**src/rtl/product_accumulator.sv**
```systemverilog
// product_accumulator: sums a stream of unsigned products into a wide
// accumulator. A frame ends on a beat marked in_last. The frame sum is then
// held on acc_out until the consumer takes it.
//
// Handshakes (both ports): a transfer happens on a rising clk edge exactly
// when valid && ready are both high. A producer holding valid keeps its data
// stable until the transfer happens. in_ready is low in HOLD and while rst is
// asserted. out_valid is high exactly in HOLD. clear overrides both
// handshakes: a beat presented together with clear is dropped.
module product_accumulator #(
  parameter int PROD_W = 16,
  parameter int ACC_W  = 24,
  parameter int CNT_W  = 8
) (
  input  logic              clk,
  input  logic              rst,
  input  logic              clear,
  input  logic              in_valid,
  output logic              in_ready,
  input  logic [PROD_W-1:0] product,
  input  logic              in_last,
  output logic              out_valid,
  input  logic              out_ready,
  output logic [ACC_W-1:0]  acc_out,
  output logic [CNT_W-1:0]  term_count,
  output logic              overflow,
  output logic [1:0]        state_dbg
);

  typedef enum logic [1:0] {
    IDLE  = 2'd0,
    ACCUM = 2'd1,
    HOLD  = 2'd2
  } state_t;

  localparam logic [CNT_W-1:0] CNT_MAX = '1;

  state_t             state, state_n;
  logic [ACC_W-1:0]   acc, acc_n;
  logic [CNT_W-1:0]   cnt, cnt_n;
  logic               ovf, ovf_n;
  logic [ACC_W:0]     sum_ext;
  logic               accept;

  // One extra bit on the add so that its top bit is the carry-out.
  assign sum_ext = {1'b0, acc} + {{(ACC_W + 1 - PROD_W){1'b0}}, product};

  // in_ready is forced low during reset so that nothing can be taken then.
  assign in_ready   = ~rst & (state != HOLD);
  assign accept     = in_valid & in_ready;
  assign out_valid  = (state == HOLD);
  assign acc_out    = acc;
  assign term_count = cnt;
  assign overflow   = ovf;
  assign state_dbg  = state;

  // State register and frame datapath registers.
  always_ff @(posedge clk or posedge rst) begin
    if (rst) begin
      state <= IDLE;
      acc   <= '0;
      cnt   <= '0;
      ovf   <= 1'b0;
    end else begin
      state <= state_n;
      acc   <= acc_n;
      cnt   <= cnt_n;
      ovf   <= ovf_n;
    end
  end

  // Next-state and datapath update. clear has priority, then the result
  // handshake in HOLD, then beat acceptance in IDLE/ACCUM.
  always_comb begin
    state_n = state;
    acc_n   = acc;
    cnt_n   = cnt;
    ovf_n   = ovf;
    if (clear) begin
      state_n = IDLE;
      acc_n   = '0;
      cnt_n   = '0;
      ovf_n   = 1'b0;
    end else begin
      case (state)
        HOLD: begin
          if (out_ready) begin
            state_n = IDLE;
            acc_n   = '0;
            cnt_n   = '0;
            ovf_n   = 1'b0;
          end
        end
        IDLE, ACCUM: begin
          if (accept) begin
            acc_n   = sum_ext[ACC_W-1:0];
            cnt_n   = (cnt == CNT_MAX) ? cnt : cnt + 1'b1;
            ovf_n   = ovf | sum_ext[ACC_W];
            state_n = in_last ? HOLD : ACCUM;
          end
        end
        default: begin
          state_n = IDLE;
          acc_n   = '0;
          cnt_n   = '0;
          ovf_n   = 1'b0;
        end
      endcase
    end
  end

endmodule

```
**config.mk**
```make
export PLATFORM = sky130hd
export DESIGN_NAME = product_accumulator
export DESIGN_NICKNAME = d
export VERILOG_FILES = /design/src/rtl/product_accumulator.sv
export SDC_FILE = /design/constraint.sdc
export NUM_CORES = 1
export LEC_CHECK = 0
export BUFFER_PORTS_ARGS = -buffer_cell sky130_fd_sc_hd__clkbuf_2
export CORE_ASPECT_RATIO = 1.25
export CORE_MARGIN = 2
export CORE_UTILIZATION = 55
export CTS_CLUSTER_DIAMETER = 30
export DETAILED_ROUTE_END_ITERATION = 7
export PLACE_DENSITY_LB_ADDON = 0.25
export RECOVER_POWER = 100
export SLEW_MARGIN = 20
export SYNTH_ARGS = -nofsm -noshare
export SYNTH_HDL_FRONTEND = slang
export SYNTH_SLANG_ARGS = --single-unit
```
**constraint.sdc**
```tcl
create_clock -name clk -period 3.3 [get_ports clk]
set_clock_uncertainty 0.15 [all_clocks]
set_input_delay 0.66 -clock clk [delete_from_list [all_inputs] [get_ports clk]]
set_output_delay 0.66 -clock clk [all_outputs]
set_load 0.02 [all_outputs]
```
=== Yosys cells after proc, flatten, opt, wreduce, memory -nomap -nowiden ===
Cells that the tools add are included.

* Flip-flop bits (word level): 35
* Input port bits: 22
* Output and inout port bits: 37

* Add/sub/neg operators: 2
* Eq/ne operators: 7
* Muxes and demuxes: 18
* Bitwise logic cells: 4
* Reductions and logical operators: 4

{| class="wikitable"
|+ Operator list
! cell !! count
|-
| $mux 24 || 3
|-
| $pmux 24 s2 || 1
|-
| $mux 8 || 4
|-
| $add 24x16->25 || 1
|-
| $pmux 8 s2 || 1
|-
| $add 8x1->8 const B || 1
|-
| $eq 8x8->1 const B || 1
|-
| $mux 2 || 4
|-
| $ne 3x3->1 const B || 2
|-
| $pmux 2 s2 || 1
|-
| $mux 1 || 3
|-
| $ne 3x2->1 const B || 1
|-
| $reduce_and 3->1 || 1
|-
| $and 1x1->1 || 2
|-
| $eq 2x1->1 const B || 1
|-
| $eq 2x2->1 const B || 1
|-
| $logic_not 2->1 || 1
|-
| $ne 2x2->1 const B || 1
|-
| $pmux 1 s2 || 1
|-
| $reduce_and 2->1 || 1
|-
| $reduce_or 2->1 || 1
|-
| $not 1->1 || 1
|-
| $or 1x1->1 || 1
|}

=== Longest topological paths before layout ===
* Word-level depth: 6
* Depth in mapped cells: 8
* Depth with buffers taken out: 8

=== Least setup slack after synthesis ===
No wires, ideal clock.

* Path kind: input to register
* Start: input port rst
* End: register acc[18] (netlist: acc_out[18])
* Arrival: 2.333 ns
* Required time: 3.030 ns
* Path slack: 0.697 ns
* Cell stages on the path: 6
* Path buffers: 0
* Cells stage by stage: inv_1 -> nand2_1 -> nor3b_1 -> and3_1 -> a21oi_1 -> a31o_2

* Cells in the longest elaborated chain, start to end: 5

{| class="wikitable"
|+ RTL lines
! item !! RTL line !! source
|-
| start, declared || 16 || <nowiki>input logic rst,</nowiki>
|-
| $not 1->1 || 49 || <nowiki>assign in_ready = ~rst & (state != HOLD);</nowiki>
|-
| $and 1x1->1 || 49 ||
|-
| $and 1x1->1 || 50 || <nowiki>assign accept = in_valid & in_ready;</nowiki>
|-
| $ne 3x3->1 (no source line) || - ||
|-
| $reduce_and 2->1 (no source line) || - ||
|-
| end signal, assigned || 66 || <nowiki>acc <= acc_n;</nowiki>
|-
| end, declared || 39 || <nowiki>logic [ACC_W-1:0] acc, acc_n;</nowiki>
|}

Every way passes these cells.
A chain may end at the register's enable or synchronous reset.

=== Final worst setup path ===
* Start: input port product[10]
* End: register acc[21] (netlist: acc_out[21])

* Cells in the longest elaborated chain, start to end: 4

{| class="wikitable"
|+ RTL lines
! item !! RTL line !! source
|-
| start, declared || 20 || <nowiki>input logic [PROD_W-1:0] product,</nowiki>
|-
| $add 24x16->25 || 46 || <nowiki>assign sum_ext = {1'b0, acc} + {{(ACC_W + 1 - PROD_W){1'b0}}, product};</nowiki>
|-
| $mux 24 || 95 || <nowiki>if (accept) begin</nowiki>
|-
| $pmux 24 s2 || 85 || <nowiki>case (state)</nowiki>
|-
| $mux 24 || 79 || <nowiki>if (clear) begin</nowiki>
|}

Every way passes these cells. The select of a mux whose other input is x is not followed.

==> qor.yml <==
setup_viol: 0
fp-row-count: 26
diodes: 0
min_period_over_period_pct: 79.06
grt_pass1_wl_um: 10050
yosys_most_used_dff: "dfrtp_1"
syn_nets: 316
ant_nets: 0
synth_area_leaders: "dfrtp_1 (37%), ha_1 (9.0%), nand2_1 (6.7%)"
cellLeakagePower_nw: 1.293
gr-usage-all-layers_pct: 25.89
chipWidth_um: 62.71
synthDistinctLibCells: 44
critical-path-slowest-cell: "a221oi_1"
cp.buffers_inverters: 1
finalPower_mw: 1.203
antenna_found_initial: 0
yosysTopAreaCell: "dfrtp_1"
grt_max_degree: 21
hold_path.class: "input port to asynchronous set/reset pin"
io_buffers: 58
die_h_um: 77.39
fin_hold_ws_ns: 0.2730
crit_type: "input port to flip-flop"
drive_gt1_share_pct: 11.61
routed_via_density: 5.875
drc: 0
crit_arrival_ns: 2.68
synth-edff-count: 0
synth_warnings: 0
critical_path.cell_chain: "clkbuf_2 -> ha_1 -> a21oi_1 -> o21ai_0 -> a221oi_1 -> a41oi_1 -> nand4_1 -> mux2i_1"
cap_violations: 0
die_area_mm2: 0.004853
initialDrtViolationCount: 91
vias: 2303
drtPass1Iterations: 5
setup_ws_ns: 0.6909
clock.fmax_mhz: 383.3
post-route-min-period_ns: 2.609
cts_buffers: 5
final_cell_mix: "nand2_1 (42), clkbuf_1 (39), dfrtp_1 (35)"
path_clk_slew_ns: 0.08
rsz0062_at_grt: "false"
finalHoldViolations: 0
start_util_pct: 57.81
crit_required_ns: 3.37
cts_tree: "yes"
ys_seq_area_share_pct: 36.96
clock-sinks: 35
endpoint_kind: "flip-flop"
holdBufCountCts: 0
drt-total-wl_um: 5922
root_buffer: "clkbuf_8"
synth_seq_cells: 35
avgSynthCellArea_um2: 8.586
clock_latency_ns: 0.30
htree_num_levels: 2
grt-ovfl-total: 0
syn_inst: 276
cts-resized-gates: 0
critPathMaxFanout: 8
async_flop_share_pct: 100.0
post_cts_buffers: 0
gp_congestion: 0.9350
max_stage_delay_ns: 0.51
slew_violations: 0
layout_commonest_cell: "nand2_1"
coreArea_mm2: 0.004099
p_per_area_mw_per_mm2: 431.8
cpLargestDelayFamily: "compound AO/OA/AOI/OAI gates"
nets: 375
post-dp-hpwl_um: 4505
syn_to_final_growth_pct: 17.53
slew_headroom_pct: 28.90
status: "complete, no violations"
worst_pin_slew_ns: 1.058
final.setup.tns_ns: 0
ios: 59
wire_per_inst_um: 15.11
dp_slack_ns: 0.4936
netlist_area_mm2: 0.002370
synth.top_cell.area_share_pct: 36.96
grt_pass1_vias: 2245
clockBufferDepth: 2
startpoint_type: "input port"
vdd_drop_max_uv: 287.6
[synthesized netlist by cell type, types with 2 or more instances]
master     instances
ha_1              17
nor2_1            20
inv_1              7
clkbuf_1           5
a21oi_1           27
a41o_1             2
nor3b_1            3
xor2_1             5
or3_1              4
o2111ai_1          2
a31o_2             3
a21o_1             4
nand4_1            5
xnor2_1            9
or2_2              2
nor3_1             6
nand3_1            9
mux2i_1            3
a31oi_1            3
buf_4              3
o211ai_1           2
a22o_1             3
o21bai_1           2
o21a_1             4
and3_1             3
dfrtp_1           35
o21ai_0           30
nand2_1           42
[layout make-up]
type | count | area, µm²
Clock inverter | 3 | 67.56
Timing Repair Buffer | 61 | 261.5
Tap cell | 56 | 70.07
Sequential cell | 35 | 875.8
Clock buffer | 5 | 68.82
Fill cell | 381 | 1314
Inverter | 7 | 26.28
Multi-Input combinational cell | 225 | 1415
[layer usage]
layer	up-vias	part of all wire (%)	global-route usage [%]
li1	1120	-	-
met1	1097	41	30.31
met2	77	53	46.77
met3	9	4.7	4.493
met4	0	1.6	10.22
met5	-	0	0
[worst register-to-register path, delay by kind of cell (launching register included)]
family | cells | cell delay (ns)
multiplexers | 1 | 0.20
AO/OA/AOI/OAI | 1 | 0.26
flip-flops | 1 | 0.43
buffers and inverters | 1 | 0.35
AND/OR/NAND/NOR | 3 | 1.10
[worst paths after layout]
path / start / end / slack, ns / cells past startpoint
setup / recovery: product[10] / acc_out[21] / 0.69 / 8
hold / removal: rst / acc_out[15] / 0.27 / 3
setup reg to reg: state_dbg[0] / acc_out[21] / 0.73 / 6
hold reg to reg: acc_out[7] / acc_out[7] / 0.36 / 2
max in group asynchronous: rst / acc_out[22] / 1.86 / 3
min in group clk: acc_out[7] / acc_out[7] / 0.36 / 2
[logic make-up (layout without fill, tap and decap cells)]
| family | count (synthesis) | in the layout | synth area share, % |
|---|---|---|---|
| compound gates | 90 | 90 | 23.65 |
| xor+xnor | 14 | 14 | 5.174 |
| fa+ha+maj | 18 | 18 | 9.820 |
| buf+inv | 16 | 76 | 3.062 |
| flops | 35 | 35 | 36.96 |
| mux | 4 | 4 | 1.742 |
| simple gates | 99 | 99 | 19.59 |
[state kept, by name, indices dropped and copies added, names as in the netlist]
signal / cells
state_dbg: 2
acc_out: 24
term_count: 8
overflow: 1
[stage by stage]
step	utilization, %	instances	instance area, µm²
final	67.95	392	2785
after global routing	67.95	392	2785
after CTS	69.48	392	2848
after detailed placement	66.15	384	2711
after global placement	66.15	384	2711
after floorplan	-	276	2370
[report_power, final]
part / leakage [nW] / internal [mW] / total, mW / switching, mW
sequential: 0.482 / 0.446 / 0.462 / 0.0164
combinational: 0.747 / 0.0968 / 0.262 / 0.166
clock: 0.0644 / 0.302 / 0.478 / 0.177
total: 1.29 / 0.844 / 1.20 / 0.359
No activity file was read; power rests on OpenSTA's default activity.
